$ cat src/rtl/floo_pkg.sv
// Shared types and helpers for the wormhole arbiter.
// Contents: floo_wh_arb_state_e (IDLE / LOCKED) and floo_wrap_inc, a modulo-n increment.
// Ports: none (package).
package floo_pkg;

  typedef enum logic {
    IDLE   = 1'b0,
    LOCKED = 1'b1
  } floo_wh_arb_state_e;

  // Increment an index and wrap from n-1 back to 0.
  function automatic int unsigned floo_wrap_inc(input int unsigned idx, input int unsigned n);
    return (idx + 1 >= n) ? 0 : idx + 1;
  endfunction

endpackage

$ cat src/rtl/floo_rr_pick.sv
// Rotating-priority picker: returns the first set request, searching from i_ptr upward with wrap.
// Ports: i_valid (NumInp request bits), i_ptr (start index); o_idx (winner, or i_ptr when none), o_any.
// Purely combinational, zero latency, no backpressure of its own.
module floo_rr_pick #(
  parameter int unsigned NumInp = 4,
  parameter int unsigned IdxW   = (NumInp > 1) ? $clog2(NumInp) : 1
) (
  input  logic [NumInp-1:0] i_valid,
  input  logic [IdxW-1:0]   i_ptr,
  output logic [IdxW-1:0]   o_idx,
  output logic              o_any
);

  int unsigned w_j;

  always_comb begin
    o_idx = i_ptr;
    o_any = 1'b0;
    w_j   = 0;
    // Visit ptr, ptr+1, ... (mod NumInp); the first hit wins.
    for (int unsigned k = 0; k < NumInp; k++) begin
      w_j = (32'(i_ptr) + k) % NumInp;
      if (!o_any && i_valid[IdxW'(w_j)]) begin
        o_idx = IdxW'(w_j);
        o_any = 1'b1;
      end
    end
  end

endmodule

$ cat src/rtl/floo_wormhole_arbiter.sv
// Wormhole arbiter: round-robin picks an input at each packet head, then stays locked on it until
// its tail flit handshakes. Zero-latency combinational datapath; only the selected input sees ready.
// Ports: clk_i, rst_i (async, active-high); per-input valid_i/ready_o/data_i/last_i; output
// valid_o/ready_i/data_o/last_o; sel_o (forwarded index); locked_o (mid-packet);
// pkt_cnt_o (per-input completed packets, only when FLOO_WH_ARB_STATS_EN is defined).
module floo_wormhole_arbiter
  import floo_pkg::*;
#(
  parameter int unsigned NumInp    = 4,
  parameter int unsigned DataWidth = 64,
  parameter int unsigned CntWidth  = 16
) (
  input  logic                               clk_i,
  input  logic                               rst_i,
  input  logic [NumInp-1:0]                  valid_i,
  output logic [NumInp-1:0]                  ready_o,
  input  logic [NumInp-1:0][DataWidth-1:0]   data_i,
  input  logic [NumInp-1:0]                  last_i,
  output logic                               valid_o,
  input  logic                               ready_i,
  output logic [DataWidth-1:0]               data_o,
  output logic                               last_o,
  output logic [$clog2(NumInp)-1:0]          sel_o,
  output logic                               locked_o
`ifdef FLOO_WH_ARB_STATS_EN
  ,
  output logic [NumInp-1:0][CntWidth-1:0]    pkt_cnt_o
`endif
);

  localparam int unsigned IdxW = $clog2(NumInp);

  floo_wh_arb_state_e r_state, w_state_nxt;
  logic [IdxW-1:0]    r_ptr, w_ptr_nxt;
  logic [IdxW-1:0]    r_lock, w_lock_nxt;

  logic [IdxW-1:0]    w_pick_idx;
  logic               w_pick_any;
  logic [IdxW-1:0]    w_sel;
  logic               w_hs;

  floo_rr_pick #(
    .NumInp (NumInp),
    .IdxW   (IdxW)
  ) u_pick (
    .i_valid (valid_i),
    .i_ptr   (r_ptr),
    .o_idx   (w_pick_idx),
    .o_any   (w_pick_any)
  );

  // Once locked, the winner is frozen so no other input can interleave into the packet.
  assign w_sel = (r_state == LOCKED) ? r_lock : w_pick_idx;
  assign w_hs  = valid_o & ready_i;

  // State register.
  always_ff @(posedge clk_i or posedge rst_i) begin
    if (rst_i) begin
      r_state <= IDLE;
      r_ptr   <= '0;
      r_lock  <= '0;
    end else begin
      r_state <= w_state_nxt;
      r_ptr   <= w_ptr_nxt;
      r_lock  <= w_lock_nxt;
    end
  end

  // Next-state logic.
  always_comb begin
    w_state_nxt = r_state;
    w_ptr_nxt   = r_ptr;
    w_lock_nxt  = r_lock;
    unique case (r_state)
      IDLE: begin
        if (valid_o) begin
          if (w_hs && last_o) begin
            // Single-flit packet completes in one cycle; no need to lock.
            w_ptr_nxt = IdxW'(floo_wrap_inc(32'(w_sel), NumInp));
          end else begin
            // A stalled head locks too: the valid-stable rule guarantees it stays put.
            w_state_nxt = LOCKED;
            w_lock_nxt  = w_sel;
          end
        end
      end
      LOCKED: begin
        if (w_hs && last_o) begin
          w_state_nxt = IDLE;
          w_ptr_nxt   = IdxW'(floo_wrap_inc(32'(r_lock), NumInp));
        end
      end
      default: w_state_nxt = IDLE;
    endcase
  end

  // Output logic.
  always_comb begin
    valid_o  = valid_i[w_sel];
    data_o   = data_i[w_sel];
    last_o   = last_i[w_sel];
    sel_o    = w_sel;
    locked_o = (r_state == LOCKED);
    ready_o  = '0;
    // With nothing requesting in IDLE, sel only reports the pointer; keep all readies low.
    if (r_state == LOCKED || w_pick_any) begin
      ready_o[w_sel] = ready_i;
    end
  end

`ifdef FLOO_WH_ARB_STATS_EN
  logic [NumInp-1:0][CntWidth-1:0] r_cnt;

  always_ff @(posedge clk_i or posedge rst_i) begin
    if (rst_i) begin
      r_cnt <= '0;
    end else if (w_hs && last_o && (r_cnt[w_sel] != {CntWidth{1'b1}})) begin
      r_cnt[w_sel] <= r_cnt[w_sel] + CntWidth'(1);
    end
  end

  assign pkt_cnt_o = r_cnt;
`endif

endmodule

$ cat config.mk
export PLATFORM = sky130hd
export DESIGN_NAME = floo_wormhole_arbiter
export DESIGN_NICKNAME = d
export VERILOG_FILES = /design/src/rtl/floo_pkg.sv /design/src/rtl/floo_rr_pick.sv /design/src/rtl/floo_wormhole_arbiter.sv
export SDC_FILE = /design/constraint.sdc
export NUM_CORES = 1
export LEC_CHECK = 0
export CAP_MARGIN = 10
export CORE_AREA = 2 2 133 135
export DETAILED_ROUTE_END_ITERATION = 6
export DIE_AREA = 0 0 135 137
export PLACE_DENSITY = 0.63
export SLEW_MARGIN = 20
export SYNTH_ARGS = -nofsm -noshare
export SYNTH_HDL_FRONTEND = slang
export SYNTH_SLANG_ARGS = --single-unit
$ cat constraint.sdc
create_clock -name clk_i -period 4.68 [get_ports clk_i]
set_clock_uncertainty 0.2 [all_clocks]
set_input_delay 0.936 -clock clk_i [delete_from_list [all_inputs] [get_ports clk_i]]
set_output_delay 0.936 -clock clk_i [all_outputs]
set_load 0.05 [all_outputs]
==> flow_summary.json <==
{
  "num_rows": 48,
  "clkTransAtPathRegs_ns": 0.03,
  "cts.path.max_buffers": 2,
  "synth_edf_count": 0,
  "drcViolationCount": 0,
  "slew_headroom_pct": 64.9,
  "grt_pass1_vias": 4438,
  "yosys_warnings": 0,
  "hold_path.class": "reg2reg",
  "dpl_cell_area_sq_um": 6360,
  "critPathLaunch": "valid_i[3]",
  "criticalPathCategory": "in2out",
  "drtIter0Drc": 139,
  "finalCritPeriodShare_pct": 97.7,
  "p_int_w": 0.00206,
  "fp.dieH_um": 137,
  "timing.setup.tns_ns": 0,
  "power.share.clock_pct": 2.5,
  "tightest_slew_ns": 0.527,
  "wl_per_cell_um": 14.7,
  "track_usage_pct": 14.6,
  "io_pins": 340,
  "hold_ws_ns": 0.406,
  "seq_power_share_pct": 1.9,
  "port-buffer-count": 339,
  "synth_seq_cells": 5,
  "crit_arrival_ns": 3.44,
  "powerDensity_nw_per_um2": 855,
  "placedCellCount": 1055,
  "ir_worst_vdd_mv": 0.476,
  "ctsHoldBuffers": 0,
  "cp-start-kind": "primary input",
  "rsz0062_at_grt": "yes",
  "wl_um": 15600,
  "start_util_pct": 15.1,
  "drive_gt1_share_pct": 14.6,
  "gp_congestion": 0.825,
  "setup_viol": 0,
  "post_cts_buffers": 0,
  "postRouteAntennaNets": 0,
  "clock.fmax_mhz": 219,
  "tritoncts": "yes",
  "syn_avg_cell_area_sq_um": 5.11,
  "end_kind": "output port",
  "grt_start_max_net_pins": 83,
  "rr_startpoint": "r_ptr[1]",
  "pwr-share-comb_pct": 95.5,
  "netlist_area_sq_um": 2580,
  "maxCapViolCount": 0,
  "fin_nets": 1109,
  "cp_max_fo": 17,
  "cts_buffers": 3,
  "synthCells": 506,
  "min_period_ns": 4.57,
  "vias": 4709,
  "htree_num_levels": 1,
  "mostFrequentLayoutCells": "266 x clkdlybuf4s50_1, 260 x nand2_1, 79 x buf_4, 67 x a31oi_1, 64 x and3_1",
  "area_delta_synth_final_pct": 151,
  "first_pass_iters": 4,
  "layout_commonest_cell": "clkdlybuf4s50_1",
  "antenna_found_initial": 0,
  "p_leak_nw": 2.94,
  "slew_violations": 0,
  "insertion_delay_ns": 0.23,
  "root_buffer": "clkbuf_16",
  "async_flop_share_pct": 100,
  "syn-num-nets": 779,
  "via_per_inst": 4.44,
  "instances_no_fill": 1060,
  "coreArea_sq_um": 17100,
  "final_hold_viol_count": 0,
  "yosys.cell_types.count": 35,
  "diodes": 0,
  "die_area_sq_um": 18500,
  "hold_start": "r_lock[1]",
  "hpwl_um": 12300,
  "grt-ovfl-total": 0,
  "die_w_um": 135,
  "power_w": 0.00555,
  "critical_path_required_ns": 3.54,
  "fin_area_sq_um": 6490,
  "cts.sinks": 5,
  "p_switching_w": 0.00349,
  "p_sw_share_pct": 62.9,
  "outcome": "complete, no violations",
  "seq_area_frac_synth_pct": 4.84,
  "grt_pass1_wl_um": 21900,
  "ys_dominant_reg_cell": "dfrtp_1"
}
## path summary, 6_finish.rpt
kind,end,slack (ns),cells after the start
setup / recovery,data_o[53],0.11,12
hold / removal,r_lock[1],0.41,1
setup reg to reg,r_lock[1],1.54,11
hold reg to reg,r_lock[1],0.41,1
max in group asynchronous,locked_o,3.40,2
min in group asynchronous,r_ptr[1],0.71,2
## layout make-up
class / instances / area (sq um)
repair buffers: 368 / 3690
clock buffers: 4 / 78.8
well taps: 225 / 282
multi-input cells: 446 / 2260
inverters: 12 / 47.5
fillers: 1829 / 10600
flip-flops and latches: 5 / 125
## cells in the mapped netlist (3+ instances only)
library cell    n  area (sq um)
clkbuf_1       37           139
a21oi_1         3          15.0
o21ai_0         4          20.0
dfrtp_1         5           125
inv_1          10          37.5
nor2_1          6          22.5
and3_1         64           400
nand2_1       260           976
mux2_2          4          45.0
nand2b_1        4          25.0
buf_2           5          25.0
a31oi_1        67           419
a21boi_0        3          22.5
ha_1            6          75.1
## what timing repair did
action	in CTS	in global routing
gates cloned	0	1
setup endpoints to repair	4	22
resized for setup	1	8
## routing by layer
layer | vias up | global-route usage [%] | routed length (um) | part of all wire [%]
li1 | 2375 | - | - | -
met5 | - | 0 | 0 | 0
met4 | 0 | 3.65 | 241 | 1.5
met1 | 2106 | 16.9 | 6100 | 39
met2 | 214 | 27.0 | 7910 | 51
met3 | 14 | 3.30 | 1360 | 8.7
## registers in the layout (all words and copies together), names as in the netlist
signal    count
r_ptr         2
r_lock        2
locked_o      1
## cell families (layout without fill, tap and decap cells)
| kind of cell | Yosys count | in the layout | synth area share [%] |
|---|---|---|---|
| and+or+nand+nor | 342 | 342 | 57.3 |
| AOI/OAI and AO/OA | 90 | 90 | 23.1 |
| buffers and inverters | 55 | 384 | 8.28 |
| muxes | 8 | 8 | 3.58 |
| adders and majority gates | 6 | 6 | 2.91 |
| DFF | 5 | 5 | 4.84 |
## power by group through the flow
stage	registers (W)	logic [W]	clock network [W]
CTS	0.000106	0.00527	0.000143
floorplan	0.0000958	0.00342	0
global route	0.000111	0.00561	0.000145
global placement	0.000104	0.00525	0
detailed placement	0.000106	0.00526	0
finish	0.000108	0.00530	0.000141
## through the flow
step	utilization (%)	setup slack (ns)
floorplan	-	0.0843
global placement	37.3	-0.0364
detailed placement	37.3	-0.0747
CTS	37.7	0.0644
global route	38.1	-0.0164
finish	38.1	0.108
## critical path: stages
cell             delay [ns]
clkdlybuf4s50_1        0.51
nor2b_1                0.07
o21a_1                 0.18
or3_4                  0.39
o21a_4                 0.26
inv_4                  0.10
buf_12                 0.17
buf_12                 0.15
nand2_1                0.05
and3_1                 0.15
a31oi_1                0.27
buf_12                 0.18
Power figures use the tool's default switching activity.
